==> config.mk <==
export PLATFORM = sky130hd
export DESIGN_NAME = nrzi_decoder
export DESIGN_NICKNAME = d
export VERILOG_FILES = /design/src/rtl/nrzi_out_buf.sv /design/src/rtl/nrzi_decoder.sv
export SDC_FILE = /design/constraint.sdc
export NUM_CORES = 1
export LEC_CHECK = 0
export BUFFER_PORTS_ARGS = -buffer_cell sky130_fd_sc_hd__buf_2
export CAP_MARGIN = 15
export CORE_UTILIZATION = 57
export DETAILED_ROUTE_END_ITERATION = 6
export PLACE_DENSITY = 0.78
export SYNTH_ARGS = -nofsm -noshare
export SYNTH_HDL_FRONTEND = slang
export SYNTH_SLANG_ARGS = --single-unit
export TNS_END_PERCENT = 50
==> constraint.sdc <==
create_clock -name clk -period 2.15 [get_ports clk]
set_input_delay 0.215 -clock clk [delete_from_list [all_inputs] [get_ports clk]]
set_output_delay 0.215 -clock clk [all_outputs]
set_load 0.02 [all_outputs]
==> src/rtl/nrzi_out_buf.sv <==
// nrzi_out_buf: one-entry valid/ready output buffer with sticky overrun on a dropped byte
module nrzi_out_buf (
    input  logic       clk,
    input  logic       reset,
    input  logic       in_valid,
    input  logic [7:0] in_data,
    input  logic       ready,
    output logic [7:0] data,
    output logic       valid,
    output logic       overrun
);
    logic accept;
    assign accept = valid && ready;
    // Load a new byte when the slot is free or being emptied this edge; otherwise drop it and flag
    always_ff @(posedge clk) begin
        if (reset) begin
            data    <= 8'h00;
            valid   <= 1'b0;
            overrun <= 1'b0;
        end else if (in_valid && (!valid || accept)) begin
            data  <= in_data;
            valid <= 1'b1;
        end else if (in_valid) begin
            overrun <= 1'b1;
        end else if (accept) begin
            valid <= 1'b0;
        end
    end
endmodule

==> src/rtl/nrzi_decoder.sv <==
// nrzi_decoder: NRZI line decoder with sync-byte framing, idle lock loss and a one-entry output buffer
module nrzi_decoder #(
    parameter logic [7:0] SYNC_BYTE  = 8'hA5,
    parameter int         IDLE_LIMIT = 16
) (
    input  logic       clk,
    input  logic       reset,
    input  logic       line_in,
    input  logic       sym_en,
    output logic [7:0] data_out,
    output logic       data_valid,
    input  logic       data_ready,
    output logic       synced,
    output logic       overrun
);
    localparam logic HUNT   = 1'b0;
    localparam logic LOCKED = 1'b1;
    localparam int   ZW     = $clog2(IDLE_LIMIT + 1);
    localparam logic [ZW-1:0] ZMAX = ZW'(IDLE_LIMIT);

    logic          state, state_n;
    logic          prev_line;
    logic [7:0]    window, window_n;
    logic [7:0]    shreg, shreg_n, byte_data;
    logic [2:0]    cnt, cnt_n;
    logic [ZW-1:0] zrun, zrun_n;
    logic          dbit, byte_done;

    assign dbit      = line_in ^ prev_line;
    assign byte_data = {dbit, shreg[7:1]};
    assign synced    = state == LOCKED;

    // Next-state decode: window hunting, data shifting and zero-run lock loss, only on enabled symbols
    always_comb begin
        state_n   = state;
        window_n  = window;
        shreg_n   = shreg;
        cnt_n     = cnt;
        zrun_n    = zrun;
        byte_done = 1'b0;
        if (sym_en) begin
            window_n = {dbit, window[7:1]};
            zrun_n   = dbit ? '0 : (zrun == ZMAX ? zrun : zrun + 1'b1);
            if (state == HUNT) begin
                if (window_n == SYNC_BYTE) begin
                    state_n = LOCKED;
                    cnt_n   = 3'd0;
                    shreg_n = 8'h00;
                end
            end else begin
                shreg_n   = byte_data;
                cnt_n     = cnt + 3'd1;
                byte_done = cnt == 3'd7;
                if (zrun_n == ZMAX) begin
                    state_n = HUNT;
                    cnt_n   = 3'd0;
                    shreg_n = 8'h00;
                end
            end
        end
    end

    // Decode state register; prev_line only follows the line on sampled symbols
    always_ff @(posedge clk) begin
        if (reset) begin
            state     <= HUNT;
            prev_line <= 1'b0;
            window    <= 8'h00;
            shreg     <= 8'h00;
            cnt       <= 3'd0;
            zrun      <= '0;
        end else begin
            state     <= state_n;
            prev_line <= sym_en ? line_in : prev_line;
            window    <= window_n;
            shreg     <= shreg_n;
            cnt       <= cnt_n;
            zrun      <= zrun_n;
        end
    end

    nrzi_out_buf u_buf (
        .clk     (clk),
        .reset   (reset),
        .in_valid(byte_done),
        .in_data (byte_data),
        .ready   (data_ready),
        .data    (data_out),
        .valid   (data_valid),
        .overrun (overrun)
    );
endmodule

# Yosys cells after proc, flatten, opt, wreduce, memory -nomap -nowiden
# Cells that the tools add are included.
[op_classes] addsub=2 n_eq_ne=5 n_mux=16 bitwise_logic=2 n_reduce_logical=9
[ops] op="two-way mux 8 bit" n=3
[ops] op="== test 5 bit, second input constant" n=2
[ops] op="two-way mux 5 bit" n=2
[ops] op="two-way mux 3 bit" n=3
[ops] op="== test 8 bit, second input constant" n=1
[ops] op="two-way mux 1 bit" n=8
[ops] op="AND reduction 2 bit" n=3
[ops] op="adder 5 x 1 -> 5 bit, second input constant" n=1
[ops] op="nonzero test 2 bit" n=2
[ops] op="adder 3 x 1 -> 3 bit, second input constant" n=1
[ops] op="== test 3 bit, second input constant" n=1
[ops] op="logical AND 1 bit" n=2
[ops] op="inequality test 2 bit, second input constant" n=1
[ops] op="logical NOT 1 bit" n=1
[ops] op="logical OR 1 bit" n=1
[ops] op="inverter 1 bit" n=1
[ops] op="bitwise XOR 1 bit" n=1
[totals] ff_bits=36 input_bits=5 out_inout_bits=11 word_cells=43

# Longest topological paths before layout
# Gate-level depths: netlist of run 1.
[logic_depth] ltp_word=6 ltp_mapped=6 mapped_depth_nobuf=6

# Hierarchy
# From an unflattened synthesis of run 1, not the netlist that was laid out.
[unflattened] hier_cells=178 hier_area_um2=1652.8
[modules_own_cells] module="nrzi_decoder" instances=1 cells_each=136 area_per_inst_um2=1217.4 seq_area_each_um2=480.5
[modules_own_cells] module="nrzi_out_buf" instances=1 cells_each=42 area_per_inst_um2=435.4 seq_area_each_um2=200.2

# Least setup slack after synthesis of run 1
# OpenSTA, ideal clock, no wires.
[synth_timing] path_type="register -> register" start="register zrun[0]" end="register cnt[0]" setup_ns=0.096 arrival_ns=1.603 t_required_ns=2.054 setup_slack_ns=0.451 path_stages_with_launch=7 path_buffers=0 period_less_slack_ns=1.699 path_cell_list="dfxtp_1 > inv_1 > ha_1 > and4bb_4 > nand2b_1 > o311a_4 > o41ai_2"
[synth_via] elab_chain_len=6 word_cells_on_any_way=7 cone_classes="add/sub (1); eq/ne (2); mux (4)"
[synth_rtl] element="start: declaration" line_no="nrzi_decoder.sv:26" rtl="logic [ZW-1:0] zrun, zrun_n;"
[synth_rtl] element="start signal: assignment" line_no="nrzi_decoder.sv:78" rtl="zrun <= zrun_n;"
[synth_rtl] element="adder 5 x 1 -> 5 bit / == test 5 bit (equally long branches)" line_no="nrzi_decoder.sv:43" rtl="zrun_n = dbit ? '0 : (zrun == ZMAX ? zrun : zrun + 1'b1);"
[synth_rtl] element="two-way mux 5 bit (*) (2 in series)" line_no="nrzi_decoder.sv:43"
[synth_rtl] element="== test 5 bit (*)" line_no="nrzi_decoder.sv:54" rtl="if (zrun_n == ZMAX) begin"
[synth_rtl] element="two-way mux 3 bit (*)" line_no="nrzi_decoder.sv:54"
[synth_rtl] element="two-way mux 3 bit (*)" line_no="nrzi_decoder.sv:44" rtl="if (state == HUNT) begin"
[synth_rtl] element="end signal: assignment" line_no="nrzi_decoder.sv:77" rtl="cnt <= cnt_n;"
[synth_rtl] element="end: declaration" line_no="nrzi_decoder.sv:25" rtl="logic [2:0] cnt, cnt_n;"
# Mark *: on every way between the ends. The rest lies on a longest branch, timed or not.
# A chain may end at the register's enable or synchronous reset.

# Worst setup path after layout of run 1
# Ends and elaborated chain as after synthesis.

==> results_dict.tcl, run 1 <==
set metrics [dict create \
    cp_data_arrival_time_ps 2150 \
    synth_top_area_share_pct 44.7 \
    synth_area_leader_cell "dfxtp_1" \
    via_per_inst 5.69 \
    wire_per_inst_um 14.0 \
    core_area_sq_um 2500 \
    ys_ff_latch 34 \
    syn_avg_cell_area_sq_um 9.69 \
    layout_common_cells "dfxtp_1, nor2_1, nand2_1, mux2i_1, buf_2" \
    ctsResizeCount 0 \
    grt_pass1_wl_mm 4.76 \
    design_area_sq_um 1680 \
    grt_pass1_vias 1083 \
    antennaDiodeCount 0 \
    dr.pass1.iters 4 \
    finalCritPeriodShare_pct 88.5 \
    drc 0 \
    maxSlewHeadroom_pct 57.7 \
    ctsHtreeMaxLevel 2 \
    p_comb_share_pct 6.8 \
    cts_buffer_depth 2 \
    status "completed" \
    worstMarginPinSlew_ps 634 \
    wl_met3_um 117 \
    die_w_um 53.7 \
    placed_area_sq_um 1630 \
    total_leakage_power_nw 0.654 \
    reg2reg_depth 6 \
    antenna_found_initial 0 \
    highest-signal-layer "met4" \
    fin_nets 184 \
    cts_tree "done" \
    fin_util_pct 67.0 \
    path_max_fanout 10 \
    rsz0062_at_grt "false" \
    ys_warn_count 0 \
    swShare_pct 25.7 \
    synth_area_sq_um 1520 \
    gp_congestion 0.762 \
    layout_commonest_cell "dfxtp_1" \
    p_per_area_nw_per_um2 629 \
    hold_depth 4 \
    grt_max_degree 36 \
    vias 1167 \
    io_pins 16 \
    rows 18 \
    clock_latency_ps 350 \
    peakVddDrop_uv 527 \
    drtIter0Drc 12 \
    grt_usage_pct 23.8 \
    setup_viol 0 \
    finalHoldViolCount 0 \
    cp-end-kind "flop" \
    power_frac_clock_pct 31.9 \
    grt_overflow_total 0 \
    root_buffer "clkbuf_4" \
    wirelength_mm 2.86 \
    worstSetupPathType "reg -> reg" \
    ys_top_cells_by_area "dfxtp_1, mux2i_1, nor2_1" \
    intPower_uw 782 \
    critPathRequiredTime_ps 2400 \
    start_util_pct 60.9 \
    switching_power_uw 271 \
    ys_seq_area_share_pct 44.7 \
    synth_cell_types 37 \
    power_frac_seq_pct 61.3 \
    ctsHoldBuffers 0 \
    cts_made_buffers 5 \
    synth-async-reset-ratio_pct 0 \
    final_max_slew_viol_count 0 \
    fmax_ghz 0.526 \
    min-delay-path-class "in -> reg" \
    portBuffers 15 \
    drt-met1-wl_mm 1.34 \
    clock_sinks 34 \
    die_y_um 53.7 \
    clkTransAtPathRegs_ps 110 \
    timing.critical_path.from_type "flop" \
    cts_setup_buffers 0 \
    period_minus_slack_ps 1900 \
    drtAntennaViolNets 0 \
    die_area_sq_um 2880 \
    area_growth_pct 10.1 \
    drive_above_1_share_pct 20.6 \
    synthesis.nets 166 \
    max-cap-violations 0 \
    tns_ps 0 \
    skew_ps 13.2 \
    routed-wl-met2_mm 1.38 \
    syn_inst 157 \
    synth_edf_count 0 \
    hpwl_mm 1.94 \
    dominantRegCellSynth "dfxtp_1" \
]
==> synth_stat cells, types with 3 or more instances <==
cell      number
mux2i_1       15
o21ai_0        8
dfxtp_1       34
nand3b_1       9
inv_1          3
nand2_1       15
nand3_1        4
ha_1           4
clkbuf_1       4
nor2_1        22
a21oi_1        7
==> worst max-delay path, cell delays in order (launching register included) <==
cell and delay [ps]:
dfxtp_1 490, inv_1 80, ha_1 210, and4bb_4 220, nand2b_1 150, o311a_4 370
o41ai_2 290
==> layer usage <==
layer / vias up / GRT usage (%)
met3: 2 / 9.04
li1: 587 / -
met2: 26 / 36.0
met5: - / 0
met4: 0 / 13.6
met1: 552 / 28.5
==> through the flow <==
stage | cells | total power, mW | hold slack (ps) | worst slack, ps
final | 205 | 1.05 | 206 | 247
after global routing | 205 | 1.09 | 249 | 144
after CTS | 205 | 1.06 | 189 | 262
after detailed placement | 198 | 0.731 | 452 | 292
after global placement | 198 | 0.727 | 440 | 400
after floorplan | 157 | 0.712 | 363 | 451
==> flip-flops by register name, indices dropped and copies added (netlist names) <==
register and flops:
u_buf.overrun 1, u_buf.data 8, prev_line 1, u_buf.valid 1, cnt 3, window 7
shreg 7, synced 1, zrun 5
==> final timing paths <==
kind                              from                       end  slack (ps)
setup / recovery  zrun[0]$_SDFFE_PP0P_       cnt[0]$_SDFFE_PP0P_         250
hold / removal              data_ready  u_buf.valid$_SDFFE_PP0P_         210
hold reg to reg    cnt[2]$_SDFFE_PP0P_       cnt[2]$_SDFFE_PP0P_         460
setup reg to reg  zrun[0]$_SDFFE_PP0P_       cnt[0]$_SDFFE_PP0P_         250
==> area by class of cell <==
type,instances,area (sq um)
Fill cell,204,825
Multi-Input combinational cell,113,801
Sequential cell,34,681
Timing Repair Buffer,18,97.6
Clock buffer,5,37.5
Tap cell,30,37.5
Inverter,3,11.3
Clock inverter,2,10.0
==> cell families (layout without fill, tap and decap cells) <==
logic type	Yosys count	in the layout	share of synthesized area, %
adders and majority gates	4	4	3.29
and+or+nand+nor	65	65	23.1
muxes	16	16	10.6
DFF	34	34	44.7
buffers and inverters	10	28	2.63
xor gates and xnor gates	2	2	2.88
AOI/OAI and AO/OA	26	26	12.7
==> power by group through the flow <==
stage               Clock (mW)  Combinational (mW)  Sequential [mW]
finish                   0.336              0.0712            0.646
floorplan                    0              0.0534            0.658
CTS                      0.342              0.0712            0.645
global placement             0              0.0682            0.659
detailed placement           0              0.0708            0.660
global route             0.366              0.0792            0.647
No activity file was read; power rests on OpenSTA's default activity.
==> inputs of run 2 (changes only) <==
--- a/config.mk
+++ b/config.mk
@@ -11,5 +11,6 @@
 export DETAILED_ROUTE_END_ITERATION = 6
-export PLACE_DENSITY = 0.78
+export PLACE_DENSITY = 0.77
 export SYNTH_ARGS = -nofsm -noshare
 export SYNTH_HDL_FRONTEND = slang
+export SYNTH_HIERARCHICAL = 1
 export SYNTH_SLANG_ARGS = --single-unit
==> constraint.sdc (replaced) <==
create_clock -name clk -period 2.15 [get_ports clk]
set_input_delay 0.1075 -clock clk [delete_from_list [all_inputs] [get_ports clk]]
set_output_delay 0.1075 -clock clk [all_outputs]
set_load 0.02 [all_outputs]
==> run 2 against run 1 <==
Clock power increased by 8.3%. Register-to-register slack worse by 40 ps. Via count is 11% higher. Global-route usage is 1.7 points lower. Sequential share of layout area is 2.6 points lower. Clock skew is 8.0 ps lower. Worst hold slack worse by 160 ps. Core utilization is 2.1 points lower. Critical path type unchanged. Largest cell class unchanged.
==> results_dict.tcl, run 2 <==
set metrics [dict create \
    status "completed" \
    gp_congestion 0.773 \
    tns_ps 0 \
    syn_avg_cell_area_sq_um 9.29 \
    cts_tree "done" \
    rrSetupSlack_ps 210 \
    core_area_sq_um 2760 \
    cts_buffer_depth 2 \
    reg_top3 "u_buf/data x8, shreg x7, window x7" \
    path_max_fanout 10 \
    layout_common_cells "dfxtp_1, nand2_1, nand2b_1" \
    ys_seq_area_share_pct 41.2 \
    syn_inst 178 \
    regMostFlops "u_buf/data" \
    ctsHoldBuffers 0 \
    dr.pass1.iters 4 \
    portBuffers 15 \
    max-cap-violations 0 \
    ctsHtreeMaxLevel 2 \
    antennaDiodeCount 0 \
    cp-end-kind "flop" \
    synth_edf_count 0 \
    synthesis.nets 187 \
    area_growth_pct 8.25 \
    largest_reg_flops 8 \
    synth.area.mux_share_pct 10.5 \
    drive_above_1_share_pct 17.0 \
    grt_max_degree 36 \
    hpwl_mm 2.16 \
    fmax_ghz 0.515 \
    clock_latency_ps 340 \
    setup_viol 0 \
    maxSlewHeadroom_pct 58.6 \
    die_area_sq_um 3120 \
    grt_pass1_wl_mm 5.39 \
    antenna_found_initial 0 \
    ctsResizeCount 0 \
    skew_ps 5.20 \
    drtAntennaViolNets 0 \
    start_util_pct 59.9 \
    synth_area_sq_um 1650 \
    critPathRequiredTime_ps 2400 \
    synth_top_family_by_area "simple AND/OR/NAND/NOR gates" \
    peakVddDrop_uv 509 \
    layout_commonest_cell "dfxtp_1" \
    grt_pass1_vias 1350 \
    io_pins 16 \
    yosys.area_share.adder_pct 3.03 \
    root_buffer "clkbuf_4" \
    ys_top_cells_by_area "dfxtp_1, mux2i_1, nand2b_1" \
    via_per_inst 5.76 \
    fin_nets 202 \
    stdcell_count 225 \
    wirelength_mm 3.09 \
    die_w_um 55.9 \
    placedCellCount 217 \
    cts_setup_buffers 0 \
    drtIter0Drc 26 \
    ys_warn_count 6 \
    drc 0 \
    synth_top_area_share_pct 41.2 \
    rows 19 \
    grt_usage_pct 22.1 \
    synth_compound_area_share_pct 12.2 \
    synth_cell_types 37 \
    synth-async-reset-ratio_pct 0 \
    yosys-top-cells-count "dfxtp_1, nand2_1, nand2b_1" \
    rsz0062_at_grt "false" \
    synth-simple-area-share_pct 26.6 \
    min-delay-path-class "in -> reg" \
    period_minus_slack_ps 1940 \
    total_leakage_power_nw 0.659 \
    finalCritPeriodShare_pct 90.4 \
    synth_area_leader_cell "dfxtp_1" \
    fillers 229 \
    dominantRegCellSynth "dfxtp_1" \
    die_y_um 55.9 \
    timing.critical_path.from_type "flop" \
    cts_made_buffers 5 \
    p_per_area_nw_per_um2 611 \
    wire_per_inst_um 13.8 \
    clkTransAtPathRegs_ps 100 \
    post-synth-top-count-cell "dfxtp_1" \
    worstSetupPathType "reg -> reg" \
    synth_xor_area_share_pct 2.04 \
    vias 1295 \
    cp_data_arrival_time_ps 2200 \
    finalHoldViolCount 0 \
    final_max_slew_viol_count 0 \
    ys_ff_latch 34 \
    grt_overflow_total 0 \
    clock_sinks 34 \
    worstMarginPinSlew_ps 621 \
]
[run 2: per-layer routing]
layer  vias to the layer above  wire length [um]  GRT usage (%)
met3                         9               193           7.67
met2                        37              1480           37.0
met5                         -                 0              0
met4                         0                69           13.2
li1                        661                 -              -
met1                       588              1350           24.1
[run 2: final timing paths]
check | from | endpoint | cells after the start
min reg2reg | u_buf/data[2]$_SDFFE_PP0P_ | u_buf/data[2]$_SDFFE_PP0P_ | 2
max | zrun[0]$_SDFFE_PP0P_ | synced$_SDFFE_PP0P_ | 6
max reg2reg | zrun[0]$_SDFFE_PP0P_ | synced$_SDFFE_PP0P_ | 6
min | line_in | prev_line$_SDFFE_PP0P_ | 3
[run 2: logic make-up after synthesis]
kind of cell,count (synthesis)
and+or+nand+nor,81
DFF,34
AOI/OAI and AO/OA,26
muxes,17
buffers and inverters,13
adders and majority gates,4
xor gates and xnor gates,3
[run 2: layout make-up]
class                      instances  area, sq um  share of cell area [%]
multi-input combinational        131          900                    50.3
timing repair buffer              17         90.1                    5.03
tap                               31         38.8                    2.17
clock buffer                       7         55.1                    3.08
clock inverter                     1         5.00                   0.280
sequential                        34          681                    38.0
inverter                           4         20.0                    1.12
[run 2: worst max-delay path, stage by stage (launching register included)]
cell and delay (ps):
dfxtp_1 480, inv_1 90, ha_1 230, nand3b_1 130, mux2i_2 520, a21oi_1 140, a211oi_1 250
[run 2: metrics by stage]
| stage | power (mW) | util (%) | area, sq um | worst slack, ps | hold slack (ps) |
|---|---|---|---|---|---|
| after CTS | 1.10 | 64.9 | 1790 | 201 | 46.1 |
| final | 1.09 | 64.9 | 1790 | 206 | 43.3 |
| after global routing | 1.14 | 64.9 | 1790 | 43.8 | 47.2 |
| after detailed placement | 0.743 | 62.7 | 1730 | 224 | 404 |
| after floorplan | 0.724 | - | 1650 | 447 | 255 |
| after global placement | 0.738 | 62.7 | 1730 | 373 | 389 |
[run 2: power breakdown]
group	internal, mW	total, mW	leakage, nW	switching, mW
logic	0.0325	0.0854	0.349	0.0529
registers	0.636	0.644	0.275	0.00767
clock network	0.158	0.364	0.0353	0.206
total	0.827	1.09	0.659	0.266
==> inputs of run 3 (changes only) <==
--- a/config.mk
+++ b/config.mk
@@ -8,3 +8,3 @@
 export BUFFER_PORTS_ARGS = -buffer_cell sky130_fd_sc_hd__buf_2
-export CAP_MARGIN = 15
+export CAP_MARGIN = 20
 export CORE_UTILIZATION = 57
==> constraint.sdc (replaced) <==
create_clock -name clk -period 2.15 [get_ports clk]
set_input_delay 0.43 -clock clk [delete_from_list [all_inputs] [get_ports clk]]
set_output_delay 0.43 -clock clk [all_outputs]
set_load 0.02 [all_outputs]
==> run 3 against run 2 <==
Core utilization up 0.091 points. Clock skew grew 8.7 ps. Critical path depth shrank 1. Count of clock-buffer cells in the layout fell by 2. Critical endpoint is now shreg[6]$_SDFFE_PP0P_. Global-route usage is 0.99 points lower. Largest cell class unchanged. Power fell by 3.9%. Final area increased by 0.14%. Highest routed layer unchanged.
==> results_dict.tcl, run 3 (same netlist as run 2, synthesis figures left out) <==
set metrics [dict create \
    worstMarginPinSlew_ps 651 \
    status "completed" \
    period_minus_slack_ps 1930 \
    drc 0 \
    cts_made_buffers 5 \
    wire_per_inst_um 13.1 \
    core_area_sq_um 2760 \
    reg_top3 "u_buf/data x8, shreg x7, window x7" \
    vias 1297 \
    die_area_sq_um 3120 \
    cts_tree "done" \
    max_stage_delay_ps 530 \
    layout_common_cells "dfxtp_1, nand2_1, nand2b_1" \
    gp_congestion 0.735 \
    largest_reg_flops 8 \
    clock_latency_ps 340 \
    maxSlewHeadroom_pct 56.6 \
    hpwl_mm 2.13 \
    routed-wl-met2_mm 1.41 \
    root_buffer "clkbuf_4" \
    wirelength_mm 2.95 \
    finalHoldViolCount 0 \
    total_leakage_power_nw 0.664 \
    ctsHoldBuffers 0 \
    p_per_area_nw_per_um2 586 \
    drtIter0Drc 49 \
    max-cap-violations 0 \
    setup_viol 0 \
    grt_pass1_wl_mm 5.02 \
    critPathRequiredTime_ps 2350 \
    highest-signal-layer "met4" \
    clock_sinks 34 \
    fmax_ghz 0.517 \
    grt_pass1_vias 1294 \
    worstPathCellList "ha_1 > nand3_1 > xnor2_1 > a2111oi_4 > o211ai_1" \
    ctsResizeCount 0 \
    antenna_found_initial 0 \
    cp-end-kind "flop" \
    timing.critical_path.from_type "flop" \
    design_area_sq_um 1790 \
    peakVddDrop_uv 509 \
    drive_above_1_share_pct 17.9 \
    antennaDiodeCount 0 \
    cp_slowest_cell "a2111oi_4" \
    regMostFlops "u_buf/data" \
    grt_overflow_total 0 \
    crit_buf_inv 0 \
    drtAntennaViolNets 0 \
    grt_max_degree 22 \
    skew_ps 13.9 \
    die_y_um 55.9 \
    layout_commonest_cell "dfxtp_1" \
    cts_setup_buffers 0 \
    finalCritPeriodShare_pct 89.9 \
    dr.pass1.iters 4 \
    cts_buffer_depth 2 \
    clkTransAtPathRegs_ps 90 \
    fin_nets 204 \
    final_max_slew_viol_count 0 \
    cp_data_arrival_time_ps 2130 \
    ctsHtreeMaxLevel 2 \
    area_growth_pct 8.40 \
    io_pins 16 \
    drt-met1-wl_mm 1.36 \
    path_delay_family "compound AO/OA/AOI/OAI gates" \
    rsz0062_at_grt "false" \
    min-delay-path-class "in -> reg" \
    start_util_pct 59.9 \
    grt_usage_pct 21.1 \
    via_per_inst 5.74 \
    placed_area_sq_um 1740 \
    power_mw 1.05 \
    fillers 231 \
    tns_ps 0 \
    rows 19 \
    path_max_fanout 10 \
    wl_met3_um 115 \
    portBuffers 15 \
    die_w_um 55.9 \
    worstSetupPathType "reg -> reg" \
]
==> run 3: worst register-to-register path, delay by kind of cell, from the launching register on <==
family,cells,cell delay [ps]
XOR/XNOR,1,200
AND/OR/NAND/NOR,1,110
flip-flops,1,480
adder cells (fa/ha/maj),1,290
AO/OA/AOI/OAI,2,710
==> run 3: power breakdown <==
group | total [mW] | internal, mW | switching, mW
Clock | 0.318 | 0.117 | 0.201
Sequential | 0.644 | 0.636 | 0.00810
Combinational | 0.0886 | 0.0353 | 0.0533
==> run 3: final timing paths <==
kind	startpoint	endpoint	slack (ps)	depth (start not counted)
worst max-delay path	zrun[0]$_SDFFE_PP0P_	shreg[6]$_SDFFE_PP0P_	220	5
worst min-delay path	line_in	prev_line$_SDFFE_PP0P_	380	3
worst max register to register	zrun[0]$_SDFFE_PP0P_	shreg[6]$_SDFFE_PP0P_	220	5
worst min register to register	u_buf/data[2]$_SDFFE_PP0P_	u_buf/data[2]$_SDFFE_PP0P_	470	2
==> run 3: cell type report <==
class | instances | area (sq um) | share of cell area (%)
clock buffer | 5 | 37.5 | 2.09
clock inverter | 2 | 10.0 | 0.559
inverter | 4 | 20.0 | 1.12
multi-input combinational | 131 | 900 | 50.2
sequential | 34 | 681 | 38.0
tap | 31 | 38.8 | 2.16
timing repair buffer | 19 | 105 | 5.87
==> run 3: metal layers <==
metal	vias up	GRT usage, %
met5	-	0
met4	0	18.1
met3	8	5.35
met2	27	34.1
met1	595	23.1
li1	667	-
==> run 3: stage by stage <==
stage          setup WS [ps]  utilization, %  std cells  hold WS, ps
5_1_grt                 83.8            65.0        226          389
6_report                 217            65.0        226          378
3_5_place_dp             252            63.2        219          462
4_1_cts                  254            65.0        226          373
2_1_floorplan            447               -        178          444
3_3_place_gp             324            63.2        219          447
